## config.mk

```make
export PLATFORM = sky130hd
export DESIGN_NAME = ifid_stage_reg
export DESIGN_NICKNAME = d
export VERILOG_FILES = /design/src/rtl/ifid_stage_reg.sv
export SDC_FILE = /design/constraint.sdc
export NUM_CORES = 1
export LEC_CHECK = 0
export ABC_AREA = 1
export BUFFER_PORTS_ARGS = -buffer_cell sky130_fd_sc_hd__buf_4
export CAP_MARGIN = 20
export CELL_PAD_IN_SITES_DETAIL_PLACEMENT = 1
export CELL_PAD_IN_SITES_GLOBAL_PLACEMENT = 1
export CORE_MARGIN = 1.5
export CORE_UTILIZATION = 38
export CTS_BUF_LIST = sky130_fd_sc_hd__clkbuf_8
export DETAILED_ROUTE_END_ITERATION = 6
export GPL_TIMING_DRIVEN = 0
export PLACE_DENSITY_LB_ADDON = 0.25
export SYNTH_ARGS = -nofsm -noshare
export SYNTH_HDL_FRONTEND = slang
export SYNTH_SLANG_ARGS = --single-unit
```

## constraint.sdc

```tcl
create_clock -name clk -period 4.2 [get_ports clk]
set_input_delay 0.63 -clock clk [delete_from_list [all_inputs] [get_ports clk]]
set_output_delay 0.63 -clock clk [all_outputs]
set_load 0.005 [all_outputs]
```

## src/rtl/ifid_stage_reg.sv

```systemverilog
// Fetch-side pipeline stage: owns the PC and the IF/ID register and applies
// the hazard unit's flush/stall. Also keeps saturating stall/flush counters.
module ifid_stage_reg #(
    parameter int                    DATA_WIDTH = 32,
    parameter logic [DATA_WIDTH-1:0] RESET_PC   = 32'h0000_0000,
    parameter logic [DATA_WIDTH-1:0] NOP_INSTR  = 32'h0000_0013,
    parameter int                    CNT_WIDTH  = 16
) (
    input  logic                  clk,
    input  logic                  rstn,
    input  logic                  stall,
    input  logic                  flush,
    input  logic [DATA_WIDTH-1:0] pc_target,
    input  logic [DATA_WIDTH-1:0] imem_rdata,
    output logic [DATA_WIDTH-1:0] imem_addr,
    output logic [DATA_WIDTH-1:0] id_instr,
    output logic [DATA_WIDTH-1:0] id_pc,
    output logic [DATA_WIDTH-1:0] id_pc_plus_4,
    output logic                  id_valid,
    output logic                  idex_bubble,
    output logic [CNT_WIDTH-1:0]  stall_cnt,
    output logic [CNT_WIDTH-1:0]  flush_cnt
);

    logic [DATA_WIDTH-1:0] pc_q;
    logic [DATA_WIDTH-1:0] pc_redirect;
    logic                  stall_sat;
    logic                  flush_sat;

    // Redirect targets are forced word-aligned before they reach the PC.
    assign pc_redirect = {pc_target[DATA_WIDTH-1:2], 2'b00};
    assign stall_sat   = (stall_cnt == {CNT_WIDTH{1'b1}});
    assign flush_sat   = (flush_cnt == {CNT_WIDTH{1'b1}});

    always_ff @(posedge clk) begin
        if (!rstn) begin
            pc_q      <= RESET_PC;
            id_instr  <= NOP_INSTR;
            id_pc     <= '0;
            id_valid  <= 1'b0;
            stall_cnt <= '0;
            flush_cnt <= '0;
        end else if (flush) begin
            pc_q     <= pc_redirect;
            id_instr <= NOP_INSTR;
            id_pc    <= pc_q;
            id_valid <= 1'b0;
            if (!flush_sat) begin
                flush_cnt <= flush_cnt + CNT_WIDTH'(1);
            end
        end else if (stall) begin
            if (!stall_sat) begin
                stall_cnt <= stall_cnt + CNT_WIDTH'(1);
            end
        end else begin
            pc_q     <= pc_q + DATA_WIDTH'(4);
            id_instr <= imem_rdata;
            id_pc    <= pc_q;
            id_valid <= 1'b1;
        end
    end

    // The bubble request is deliberately not gated by reset; consumers do that.
    assign idex_bubble  = stall | flush;
    assign imem_addr    = pc_q;
    assign id_pc_plus_4 = id_pc + DATA_WIDTH'(4);

endmodule

```

-- Yosys cells after proc, flatten, opt, wreduce, memory -nomap -nowiden
Index checks and enable logic that the tools add are counted.
- add/sub/neg operators: 4
- equal/unequal tests: 3
- muxes and demuxes: 4
- bitwise logic cells: 5
- reduce and logical (&&, ||, !) cells: 3
- operator list (operator ; number):
    two-way mux 32 bit ; 4
    adder 32 x 3 -> 32 bit, second input constant ; 2
    adder 16 x 1 -> 16 bit, second input constant ; 2
    equality test 16 bit, second input constant ; 2
    NOT 1 bit ; 4
    AND reduction 3 bit ; 1
    inequality test 2 x 1 -> 1 bit, second input constant ; 1
    AND reduction 2 bit ; 1
    OR reduction 2 bit ; 1
    bitwise OR 1 bit ; 1
- register bits after elaboration: 129
- input bits: 68
- output and inout bits: 162
- word-level logic and storage cells: 26

-- Longest topological paths before layout
- depth in word-level cells: 3
- mapped depth: 11
- depth with buffers taken out: 11

-- Least setup slack after synthesis
No wires, ideal clock.
- kind: register -> output
- start: register id_pc[3]
- end: output id_pc_plus_4[24]
- arrival time: 1.440 ns
- required time: 3.570 ns
- slack: 2.130 ns
- cell stages (with the launch flop): 9
- buffers on the path: 0
- path through: dfxtp_1 > ha_1 > nand3_2 > nor2_2 > nand2_1 > nor2_2 > nand2_2 > nor2_1 > xor2_1
- cells in the longest elaborated chain, start to end: 1
- RTL lines (item ; line ; text):
    start, declared ; 17 ; output logic [DATA_WIDTH-1:0] id_pc,
    start signal, assigned ; 46 ; id_pc <= pc_q;
    start signal, assigned ; 58 ; id_pc <= pc_q;
    adder 32 x 3 -> 32 bit ; 66 ; assign id_pc_plus_4 = id_pc + DATA_WIDTH'(4);
    end, declared ; 18 ; output logic [DATA_WIDTH-1:0] id_pc_plus_4,
Every way passes these cells.

-- Worst setup path after layout
- start: register id_pc[2]
- end: output id_pc_plus_4[26]
The elaborated chain is that of the path after synthesis.

==> results.json <==
{
  "run_status": "completed",
  "met1_length_um": 10700,
  "core_area_mm2": 0.0174,
  "pwr-share-clk": 0.401,
  "cts_buffer_depth": 2,
  "min_path_cells": 3,
  "grt_pass1_vias": 7773,
  "ys_seq_area_frac": 0.368,
  "seqCellArea_mm2": 0.00250,
  "grt_overflow": 0,
  "postCtsSetupBuffers": 0,
  "p_per_area_mw_per_mm2": 309,
  "skew_ns": 0.00700,
  "max_freq_mhz": 329,
  "drive_above_1_share": 0.233,
  "p_comb_frac": 0.136,
  "drtIter0Drc": 339,
  "ys_top_cells_by_count": "nand2_1 (317), dfxtp_1 (125), nor2_1 (125)",
  "place_congestion": 0.885,
  "multi_input_area_mm2": 0.00375,
  "cts_tree": "yes",
  "rr_worst_depth": 10,
  "clockRootBuffer": "clkbuf_8",
  "async_flop_share": 0,
  "stdcell_count": 1516,
  "syn_avg_cell_area_um2": 6.58,
  "fin_nets": 1350,
  "postCtsResizedCells": 0,
  "synth-main-ff-cell": "dfxtp_1",
  "synth_area_leaders": "dfxtp_1 (37%), nand2_1 (17%), a21oi_1 (7.3%), nor2_1 (6.9%), xor2_1 (5.4%)",
  "intPower_mw": 2.02,
  "hold_violations": 0,
  "rows": 48,
  "htreeDepth": 4,
  "firstDrtPassIters": 5,
  "grt_first_pass_wirelength_um": 39900,
  "min_path_type": "input port to flip-flop",
  "wl_met2_um": 12500,
  "grt_max_degree": 17,
  "drc": 0,
  "die_h_um": 137,
  "maxCapViolCount": 0,
  "p_sw_mw": 0.805,
  "vias_per_cell": 5.08,
  "dpl_worst_slack_ns": 1.64,
  "total_power_mw": 2.83,
  "worstPathRequired_ns": 3.57,
  "wl_met3_um": 1720,
  "fin_tns_setup_ns": 0,
  "synth_edf_count": 0,
  "fill_cells": 2355,
  "antenna_found_initial": 0,
  "fin_hold_ws_ns": 0.382,
  "slew_headroom": 0.503,
  "path_class": "flip-flop to output port",
  "ir_drop_mv": 0.183,
  "setup_ws_ns": 1.16,
  "crit_arrival_ns": 2.41,
  "yosysTopAreaCell": "dfxtp_1",
  "clk_pin_slew_ns": 0.08,
  "area_delta_synth_final_pct": 34.8,
  "die_width_um": 137,
  "worstMarginPinSlew_ns": 0.746,
  "ys_ff_latch": 125,
  "wl_per_cell_um": 16.8,
  "slew_violations": 0,
  "io-pin-count": 230,
  "synthCells": 1034,
  "gr-usage-all-layers": 0.276,
  "die-area_mm2": 0.0187,
  "syn-cell-area_mm2": 0.00680,
  "yosysMostFrequentCell": "nand2_1",
  "start_util": 0.391,
  "io_buffer_count": 220,
  "clk_latency_ns": 0.46,
  "synth_top_area_frac": 0.368,
  "clock_sinks": 125,
  "netSwitchingFraction": 0.285,
  "topRoutingLayerUsed": "met4",
  "setup_viol": 0,
  "vias": 7706,
  "period_share": 0.724,
  "synth.yosys.warnings": 0,
  "fin_crit_ns": 3.04,
  "num_antenna_cells": 0,
  "synthDistinctLibCells": 33,
  "cp-start-kind": "flip-flop",
  "dpl.hpwl_um": 20000,
  "placed_cells": 1484,
  "p_seq_frac": 0.462,
  "cts_hold_buffers": 0,
  "rsz0062_at_grt": "false",
  "routed_wl_um": 25500,
  "cts_buffers": 17,
  "ant_nets": 0,
  "worstPathMaxFanout": 5,
  "crit_path_end_kind": "output port",
  "p_leak_nw": 3.95
}
## stage by stage
step / utilization / instance area (um^2)
finish: 0.527 / 9170
global route: 0.527 / 9170
CTS: 0.527 / 9170
detailed placement: 0.503 / 8750
global placement: 0.503 / 8750
floorplan: - / 6820
## cell usage in the layout (no fill, tap or decap), types with 16 or more instances in the layout
cell,synthesis,final
nor3_1,17,17
nor2_1,125,125
xor2_1,42,42
dfxtp_1,125,125
clkbuf_8,0,18
buf_4,10,230
inv_1,85,85
xnor2_1,16,16
nand2_1,317,317
nand3_1,46,46
a21oi_1,99,99
clkbuf_1,21,21
o21ai_0,59,59
## final timing paths
| check | startpoint | endpoint | slack, ns |
|---|---|---|---|
| worst max-delay path | id_pc[2]$_SDFFE_PN0P_ | id_pc_plus_4[26] | 1.16 |
| worst min-delay path | imem_rdata[0] | id_instr[0]$_SDFFE_PP1N_ | 0.38 |
| worst max register to register | imem_addr[2]$_SDFFE_PN0P_ | imem_addr[22]$_SDFFE_PN0P_ | 2.35 |
| worst min register to register | id_instr[29]$_SDFFE_PP0N_ | id_instr[29]$_SDFFE_PP0N_ | 0.46 |
## cell families (layout without fill, tap and decap cells)
| logic type | Yosys count | in the layout | share of synthesized area |
|---|---|---|---|
| compound gates | 174 | 174 | 0.135 |
| xor+xnor | 58 | 58 | 0.0747 |
| fa+ha+maj | 4 | 4 | 0.00736 |
| buf+inv | 131 | 383 | 0.0830 |
| flops | 125 | 125 | 0.368 |
| other cells | 1 | 6 | 0.000551 |
| simple gates | 541 | 541 | 0.331 |
## area by class of cell
| class | instances | share of cell area |
|---|---|---|
| multi-input cells | 783 | 0.409 |
| well taps | 225 | 0.0307 |
| repair buffers | 220 | 0.180 |
| clock buffers | 18 | 0.0270 |
| inverters | 89 | 0.0364 |
| plain buffers | 42 | 0.0251 |
| clock inverters | 14 | 0.0184 |
| flip-flops and latches | 125 | 0.273 |
## power by group through the flow
| stage | Combinational [mW] | Sequential [mW] | Clock, mW |
|---|---|---|---|
| final | 0.386 | 1.31 | 1.14 |
| after global routing | 0.429 | 1.32 | 1.21 |
| after CTS | 0.389 | 1.31 | 1.15 |
| after detailed placement | 0.386 | 1.33 | 0 |
| after global placement | 0.376 | 1.33 | 0 |
| after floorplan | 0.169 | 1.31 | 0 |
## flip-flops by register name, indices dropped and copies added, names as in the netlist
name       flops
id_instr      32
flush_cnt     16
imem_addr     30
id_valid       1
id_pc         30
stall_cnt     16
## critical path, cell delays in order (launching register included)
cell and delay (ns):
dfxtp_1 0.45, ha_1 0.27, nand3_2 0.14, nor3_1 0.53, nand4_1 0.21, xor2_1 0.20, buf_4 0.14
## per-layer routing
metal / up-vias / GRT usage
met5: - / 0
met2: 224 / 0.481
met3: 44 / 0.0652
met4: 0 / 0.101
li1: 3775 / -
met1: 3663 / 0.328
Power figures use the tool's default switching activity.
